===== src/rtl/cs_phase_pkg.sv =====
// Shared types and constants for the charge-sharing phase generator.
// Holds the FSM state encoding and the minimum phase length.
package cs_phase_pkg;

    typedef enum logic [2:0] {
        ST_IDLE    = 3'd0,
        ST_HI      = 3'd1,
        ST_DEAD_HL = 3'd2,
        ST_LO      = 3'd3,
        ST_DEAD_LH = 3'd4
    } state_e;

    localparam int MIN_PHASE = 1;

endpackage


===== src/rtl/cs_phase_gen_if.sv =====
// Load/terminal handshake between the phase FSM and its timer.
// The FSM side is the master; the timer side is the slave.
interface cs_phase_gen_if #(
    parameter int W = 8
);
    logic         load;
    logic [W-1:0] load_val;
    logic         done;

    modport master (output load, output load_val, input done);
    modport slave  (input load, input load_val, output done);
endinterface


===== src/rtl/cs_phase_timer.sv =====
// Down-counting phase timer: load value-1, count to zero.
// done is high on the last clock of the current phase.
module cs_phase_timer #(
    parameter int W = 8
) (
    input  logic            clk,
    input  logic            rst_n,
    cs_phase_gen_if.slave   tmr
);

    logic [W-1:0] cnt_q;
    logic [W-1:0] cnt_d;

    // Load has priority; otherwise count down and park at zero.
    always_comb begin
        cnt_d = cnt_q;
        if (tmr.load) begin
            cnt_d = tmr.load_val;
        end else if (cnt_q != '0) begin
            cnt_d = cnt_q - W'(1);
        end
    end

    // Counter register.
    always_ff @(posedge clk or negedge rst_n) begin
        if (!rst_n) begin
            cnt_q <= '0;
        end else begin
            cnt_q <= cnt_d;
        end
    end

    assign tmr.done = (cnt_q == '0);

endmodule


===== src/rtl/cs_phase_gen.sv =====
// Non-overlapping hi/lo phase generator with dead time and bursts.
// Outputs are registered from the next state so they align with it.
module cs_phase_gen
    import cs_phase_pkg::*;
#(
    parameter int N_CH    = 2,
    parameter int CNT_W   = 8,
    parameter int BURST_W = 8
) (
    input  logic               i_sys_clk,
    input  logic               i_reset_n,
    input  logic               i_enable,
    input  logic [CNT_W-1:0]   i_half_period,
    input  logic [CNT_W-1:0]   i_dead_time,
    input  logic [BURST_W-1:0] i_burst_len,
    input  logic [N_CH-1:0]    i_ch_en,
    input  logic [N_CH-1:0]    i_swap,
    output logic [N_CH-1:0]    o_cs_cell_hi,
    output logic [N_CH-1:0]    o_cs_cell_lo,
    output logic               o_busy,
    output logic               o_done
);

    state_e             state_q, state_d;
    logic [CNT_W-1:0]   h_q, h_d, d_q, d_d;
    logic [CNT_W-1:0]   h_in, d_in;
    logic [N_CH-1:0]    ch_en_q, ch_en_d;
    logic [N_CH-1:0]    swap_q, swap_d;
    logic [BURST_W-1:0] burst_q, burst_d;
    logic [BURST_W-1:0] pcnt_q, pcnt_d, pcnt_inc;
    logic [N_CH-1:0]    hi_q, hi_d, lo_q, lo_d;
    logic               busy_q, busy_d;
    logic               done_q, done_d;
    logic               enter_hi;
    logic               last_period;

    cs_phase_gen_if #(.W(CNT_W)) tmr ();

    cs_phase_timer #(.W(CNT_W)) u_timer (
        .clk   (i_sys_clk),
        .rst_n (i_reset_n),
        .tmr   (tmr)
    );

    // Zero lengths would collapse a phase, so clamp to one clock.
    assign h_in = (i_half_period == '0) ? CNT_W'(MIN_PHASE) : i_half_period;
    assign d_in = (i_dead_time == '0) ? CNT_W'(MIN_PHASE) : i_dead_time;

    // Saturate so continuous mode never wraps into a false burst match.
    assign pcnt_inc    = (pcnt_q == '1) ? pcnt_q : pcnt_q + BURST_W'(1);
    assign last_period = (burst_q != '0) && (pcnt_inc == burst_q);

    // Next-state, timer reload and configuration latching.
    always_comb begin
        state_d      = state_q;
        h_d          = h_q;
        d_d          = d_q;
        ch_en_d      = ch_en_q;
        swap_d       = swap_q;
        burst_d      = burst_q;
        pcnt_d       = pcnt_q;
        enter_hi     = 1'b0;
        tmr.load     = 1'b0;
        tmr.load_val = '0;
        unique case (state_q)
            ST_IDLE: begin
                if (i_enable) begin
                    state_d  = ST_HI;
                    enter_hi = 1'b1;
                    burst_d  = i_burst_len;
                    pcnt_d   = '0;
                end
            end
            ST_HI: begin
                if (tmr.done) begin
                    state_d      = ST_DEAD_HL;
                    tmr.load     = 1'b1;
                    tmr.load_val = d_q - CNT_W'(1);
                end
            end
            ST_DEAD_HL: begin
                if (tmr.done) begin
                    state_d      = ST_LO;
                    tmr.load     = 1'b1;
                    tmr.load_val = h_q - CNT_W'(1);
                end
            end
            ST_LO: begin
                if (tmr.done) begin
                    state_d      = ST_DEAD_LH;
                    tmr.load     = 1'b1;
                    tmr.load_val = d_q - CNT_W'(1);
                end
            end
            ST_DEAD_LH: begin
                if (tmr.done) begin
                    pcnt_d = pcnt_inc;
                    if (!i_enable || last_period) begin
                        state_d = ST_IDLE;
                    end else begin
                        state_d  = ST_HI;
                        enter_hi = 1'b1;
                    end
                end
            end
            default: state_d = ST_IDLE;
        endcase
        if (enter_hi) begin
            h_d          = h_in;
            d_d          = d_in;
            ch_en_d      = i_ch_en;
            swap_d       = i_swap;
            tmr.load     = 1'b1;
            tmr.load_val = h_in - CNT_W'(1);
        end
    end

    // Per-channel decode from the next state and the config it will use.
    for (genvar c = 0; c < N_CH; c++) begin : g_ch
        assign hi_d[c] = ch_en_d[c] &
            (swap_d[c] ? (state_d == ST_LO) : (state_d == ST_HI));
        assign lo_d[c] = ch_en_d[c] &
            (swap_d[c] ? (state_d == ST_HI) : (state_d == ST_LO));
    end

    assign busy_d = (state_d != ST_IDLE);
    assign done_d = (state_q == ST_DEAD_LH) && (state_d == ST_IDLE);

    // FSM state, latched configuration and period counter.
    always_ff @(posedge i_sys_clk or negedge i_reset_n) begin
        if (!i_reset_n) begin
            state_q <= ST_IDLE;
            h_q     <= '0;
            d_q     <= '0;
            ch_en_q <= '0;
            swap_q  <= '0;
            burst_q <= '0;
            pcnt_q  <= '0;
        end else begin
            state_q <= state_d;
            h_q     <= h_d;
            d_q     <= d_d;
            ch_en_q <= ch_en_d;
            swap_q  <= swap_d;
            burst_q <= burst_d;
            pcnt_q  <= pcnt_d;
        end
    end

    // Registered drive outputs, cleared straight away by reset.
    always_ff @(posedge i_sys_clk or negedge i_reset_n) begin
        if (!i_reset_n) begin
            hi_q   <= '0;
            lo_q   <= '0;
            busy_q <= 1'b0;
            done_q <= 1'b0;
        end else begin
            hi_q   <= hi_d;
            lo_q   <= lo_d;
            busy_q <= busy_d;
            done_q <= done_d;
        end
    end

    assign o_cs_cell_hi = hi_q;
    assign o_cs_cell_lo = lo_q;
    assign o_busy       = busy_q;
    assign o_done       = done_q;

endmodule


===== config.mk =====
export PLATFORM = sky130hd
export DESIGN_NAME = cs_phase_gen
export DESIGN_NICKNAME = d
export VERILOG_FILES = /design/src/rtl/cs_phase_pkg.sv /design/src/rtl/cs_phase_gen_if.sv /design/src/rtl/cs_phase_timer.sv /design/src/rtl/cs_phase_gen.sv
export SDC_FILE = /design/constraint.sdc
export NUM_CORES = 1
export LEC_CHECK = 0
export CORE_MARGIN = 4
export CORE_UTILIZATION = 61
export CTS_CLUSTER_SIZE = 28
export DETAILED_ROUTE_END_ITERATION = 8
export GPL_TIMING_DRIVEN = 0
export HOLD_SLACK_MARGIN = 0.03
export MAX_ROUTING_LAYER = met4
export PLACE_DENSITY = 0.85
export SYNTH_ARGS = -nofsm -noshare
export SYNTH_HDL_FRONTEND = slang
export SYNTH_SLANG_ARGS = --single-unit

===== constraint.sdc =====
create_clock -name i_sys_clk -period 6.8 [get_ports i_sys_clk]
set_clock_uncertainty 0.1 [all_clocks]
set_input_delay 1.36 -clock i_sys_clk [delete_from_list [all_inputs] [get_ports i_sys_clk]]
set_output_delay 1.36 -clock i_sys_clk [all_outputs]
set_load 0.05 [all_outputs]

### Word level (Yosys, flattened, before mapping)

Index checks and enable logic that the tools add are counted.

* add/subtract/negate cells: 5
* equality and inequality tests: 10
* mux-type cells: 32
* bitwise logic cells: 4
* reduce and logical (&&, ||, !) cells: 18

Operator list (number)
* $mux 8: 10
* $pmux 8 s2: 2
* $sub 8x1->8 const B: 4
* $logic_not 8->1: 3
* $reduce_bool 8->1: 2
* $mux 3: 5
* $pmux 3 s5: 1
* $mux 1: 11
* $eq 3x2->1 const B: 3
* $add 8x1->8 const B: 1
* $eq 8x8->1: 1
* $eq 8x8->1 const B: 1
* $eq 3x1->1 const B: 2
* $logic_not 3->1: 2
* $and 1x1->1: 4
* $mux 2: 2
* $ne 2x2->1 const B: 2
* $reduce_bool 2->1: 2
* $eq 3x3->1 const B: 1
* $reduce_and 3->1: 1
* $reduce_bool 3->1: 1
* $reduce_or 3->1: 1
* $logic_and 1x1->1: 2
* $pmux 1 s2: 1
* 4 further kinds: 4

* bits in registers: 53
* input bits: 31
* output and inout port bits: 6
* logic and storage cells: 81

### Logic depth before layout (Yosys ltp)

* word-level depth: 11
* gate-level depth with buffers: 10
* depth with buffers taken out: 9

### Cells and area by module

Synthesis repeated with hierarchy kept, for this count alone.

* cell total of the unflattened synthesis: 357
* area, all modules: 3347.0 um^2

By module, submodules not included
* cs_phase_gen: times used 1, cells each 303, area an instance 2870.3 um^2, sequential area each 1126.1 um^2
* cs_phase_timer: times used 1, cells each 54, area an instance 476.7 um^2, sequential area each 200.2 um^2

### Worst setup path before layout

Ideal clock, no wire load.

* kind: input port to flip-flop
* start point: in i_half_period[2]
* end point: reg u_timer.cnt_q[6]
* setup time: 0.125 ns
* arrival time: 3.148 ns
* required time: 6.575 ns
* path slack: 3.427 ns
* stages: 9
* path buffers: 0
* cell sequence: or4_1 > or3_1 > o21ba_2 > ha_1 > inv_1 > nor2_1 > xnor2_1 > a21oi_1 > mux2_4

* cells in the longest elaborated chain, start to end: 5

RTL lines
* start: declaration: RTL line cs_phase_gen.sv:13 `input logic [CNT_W-1:0] i_half_period,`
* $logic_not 8->1: RTL line cs_phase_gen.sv:46 `assign h_in = (i_half_period == '0) ? CNT_W'(MIN_PHASE) : i_half_period;`
* $mux 8 *: RTL line cs_phase_gen.sv:46
* $sub 8x1->8 *: RTL line cs_phase_gen.sv:114 `tmr.load_val = h_in - CNT_W'(1);`
* $mux 8 *: RTL line cs_phase_gen.sv:108 `if (enter_hi) begin`
* $mux 8 *: RTL line cs_phase_timer.sv:17 `if (tmr.load) begin`
* end signal: assignment: RTL line cs_phase_timer.sv:29 `cnt_q <= cnt_d;`
* end: declaration: RTL line cs_phase_timer.sv:11 `logic [W-1:0] cnt_q;`

Mark *: on every way between the ends. The rest lies on a longest branch, timed or not.
A chain may end at the register's enable or synchronous reset.

### Final worst setup path

Same ends and word-level chain as after synthesis.

==> flow_results.org <==
** Status
- The flow ran to the end, and the final reports show no timing, DRC or antenna violations.

** Floorplanning
- The die covers 6791 um2.
- For this configuration, the core starts out at a cell density of 0.6448.
- In this run the standard cell core region covers 5238 um2.
- After floorplanning, the core was divided into 26 placement rows.
- Boundary pin count :: 37
- Measured along the y axis, the die boundary spans 82.41 um.
- Die X-Extent :: 82.41 um

** Clocking
- Root buf cell :: clkbuf_8
- Post-CTS Setup Bufs :: 0
- Level count of the clock H-tree :: 2
- CTS Buffer Depth :: 2
- Cts repair resizes :: 0
- Insertion delay to the later sink of the worst-skew pair :: 320 ps
- Number of CTS-inserted buffers :: 5
- Counting every sink on the clock net gives 53.
- Clock tree from TritonCTS :: yes
- CTS Hold Bufs :: 0
- Clock-pin slew reported for the worst setup and hold paths after clock tree synthesis :: 100 ps

** Synthesis
- Count of warnings emitted by yosys :: 0
- Synthesis inferred 53 register bits.
- Mapped Avg Cell Area :: 9.329 um2
- For this run, the leading register cell type out of synthesis is dfrtp_1.
- Async set-or-reset flop fraction in the synthesized netlist :: 1.000
- Of the synthesized area, sequential elements account for 0.3927.
- Counting flops with a built-in enable in the synthesized netlist gives 0.
- The number of different library cells used by synthesis comes to 59.
- Summed instance area of the synthesized netlist :: 3377 um2
- Post-Syn Nets :: 398
- Gate Count Post-Synth :: 362

** Routing
- 1st-pass router iterations :: 5
- DR vias :: 2940
- Detail-routed via count per cell :: 6.164
- In the routed design, unresolved DRC markers number 0.
- Dividing the detail-routed wire length by the instance count gives 16.78 um.
- Wires add up to 8004 um.
- Count of routing violations after the opening detailed-route iteration :: 211
- The count of nets left with antenna violations once routing finished came out at 0.

** Place
- Half-perimeter wire length of the detailed placement result :: 5924 um
- Total placed instance area :: 3840 um2
- Timing analysis after detailed placement gives a worst setup slack of 2735 ps.
- Input and output buffers added on the ports amount to 36.
- Placer Congestion :: 0.9437

** Worst setup path
- Maximum net fanout on the critical path :: 5
- Reg-to-Reg Start :: u_timer.cnt_q[0]
- For flop-to-flop paths, the worst setup slack is 3720 ps.
- Measured in cells, the most critical reg-to-reg path has a length of 9.
- The worst setup path is of the in2reg kind.
- In this run the critical register-to-register path is captured at d_q[3].
- Data arrival time of the worst path :: 3810 ps
- STA classifies the critical path startpoint as an input port.
- Required time of the worst setup path :: 6910 ps
- Kind of capture point of the worst setup path :: register

** Hold path
- The worst hold path terminates at h_q[0].
- Worst hold path cell count :: 1
- HP Start :: h_q[0]
- The min-delay analysis places its worst path in the category reg2reg.

** Pwr
- The analysis attributes to cell leakage a power of 1.655 nW.
- The worst-case IR drop observed on VDD is 226.6 uV.
- For this design the ratio of total power to cell area is 393.1 nW/um2.
- Total Power :: 0.001548 W

** GRT
- Entering global routing, the biggest net connects 28 pins.
- Global routing finished with a remaining overflow of 0.
- Initial antenna violation count :: 0
- Global-route wire length before repair :: 13490 um
- Across every metal layer, demand over resource in global routing totals 0.2645.
- Vias in the first global route :: 2819

** Timing
- Static timing analysis puts the maximum clock frequency at 270.4 MHz.
- Final worst slack :: 3101 ps
- Number of hold violations in the final report :: 0
- Setup repair after global routing left no endpoint under its margin.
- The number of pins exceeding their max-slew limit in the final report is 0.
- Tcrit/Tclk final :: 0.5439
- Setup violations remaining at the end of the flow were counted as 0.
- After layout, the minimum clock period comes to 3699 ps.
- For the pin with the worst max-slew slack, the measured transition is 644.8 ps.
- Post-Route Setup TNS :: 0 ps
- Relative slew margins :: 0.5701

** Cells and area
- In the final layout, the share of cells above drive strength 1 is 0.1253.
- Once layout is done, the placed cells without fillers occupy 3938 um2.
- From synthesis to final layout, the design area changed by 16.60%.
- The repair_antennas step left the layout with diodes totalling 0.
- Number of nets in the finished design :: 442

** Run
- The tool flagged a number of max-cap violations equal to 0.
-- flip-flops by register name, summed over array words and instances, names as in the netlist, 3 cells and up --
register       count
burst_q            8
d_q                8
h_q                8
pcnt_q             8
state_q            3
u_timer.cnt_q      8
-- synth_stat cells (7+ instances only) --
master | n | area, um2
xnor2_1 | 17 | 148.9
nand3_1 | 9 | 45.04
dfrtp_1 | 53 | 1326
nor3_1 | 7 | 35.03
nor2b_1 | 7 | 43.79
nor2_1 | 25 | 93.84
o21ai_0 | 25 | 125.1
nand2_1 | 51 | 191.4
inv_1 | 13 | 48.80
mux2_4 | 16 | 240.2
xor2_1 | 11 | 96.34
a21oi_1 | 26 | 130.1
-- per-stage QoR --
step	hold slack, ps	utilization	std cells
global route	479.2	0.7518	477
global placement	420.9	0.7303	468
CTS	455.1	0.7518	477
detailed placement	427.1	0.7332	469
finish	455.1	0.7518	477
floorplan	380.5	-	362
-- worst max-delay path by stage --
stage | startpoint | to | slack [ps]
floorplan | i_half_period[2] | u_timer.cnt_q[6] | 3430
global placement | i_reset_n | h_q[5] | 2700
detailed placement | i_half_period[2] | u_timer.cnt_q[6] | 2730
CTS | i_half_period[2] | u_timer.cnt_q[6] | 3070
global route | i_half_period[2] | u_timer.cnt_q[6] | 2940
finish | i_half_period[2] | u_timer.cnt_q[6] | 3100
-- report_power, final --
part / leakage (nW) / switching (W) / total, W / internal [W]
Sequential: 0.654 / 0.000143 / 0.000590 / 0.000447
Clock: 0.0506 / 0.000118 / 0.000195 / 0.0000773
Combinational: 0.950 / 0.000394 / 0.000763 / 0.000369
-- final cells by class --
cell class | count | area, um2
Buffer | 17 | 105.1
Timing Repair Buffer | 37 | 375.4
Multi-Input combinational cell | 278 | 1893
Sequential cell | 53 | 1326
Clock inverter | 3 | 28.78
Tap cell | 70 | 87.58
Clock buffer | 5 | 68.82
Fill cell | 391 | 1300
Inverter | 14 | 52.55
-- routing by layer --
metal / track usage / up-vias / wire [um]
met5: - / - / 0
met4: 0.07807 / 0 / 155
met3: 0.03688 / 19 / 523
met2: 0.4095 / 118 / 3731
met1: 0.3624 / 1414 / 3594
li1: - / 1389 / -
-- placed cells by master (no fill, tap or decap), types with 5 or more instances in the layout --
cell type        instances
dfrtp_1                 53
nand2_1                 51
clkdlybuf4s50_1         35
a21oi_1                 26
nor2_1                  25
o21ai_0                 25
xnor2_1                 17
mux2_4                  16
inv_1                   13
xor2_1                  11
nand3_1                  9
nor2b_1                  7
nor3_1                   7
buf_2                    6
clkbuf_1                 5
or4_1                    5
ha_1                     5
clkbuf_8                 5
-- cells by family (layout without fill, tap and decap cells) --
family          after synthesis  count (layout)  share of synthesized area
simple gates                133             133                     0.1997
flops                        53              53                     0.3927
compound gates               91              91                     0.1830
mux                          21              21                    0.08670
buf+inv                      31              76                    0.04668
xor+xnor                     28              28                    0.07262
fa+ha+maj                     5               5                    0.01853
-- worst max-delay path, cell delays in order --
cell             delay, ps
clkdlybuf4s50_1        500
or4_1                  570
or3_1                  340
o21ba_2                230
ha_1                   200
inv_1                   70
nor2_1                  50
xnor2_1                140
a21oi_1                 60
mux2_4                 280
Power figures use the tool's default switching activity.
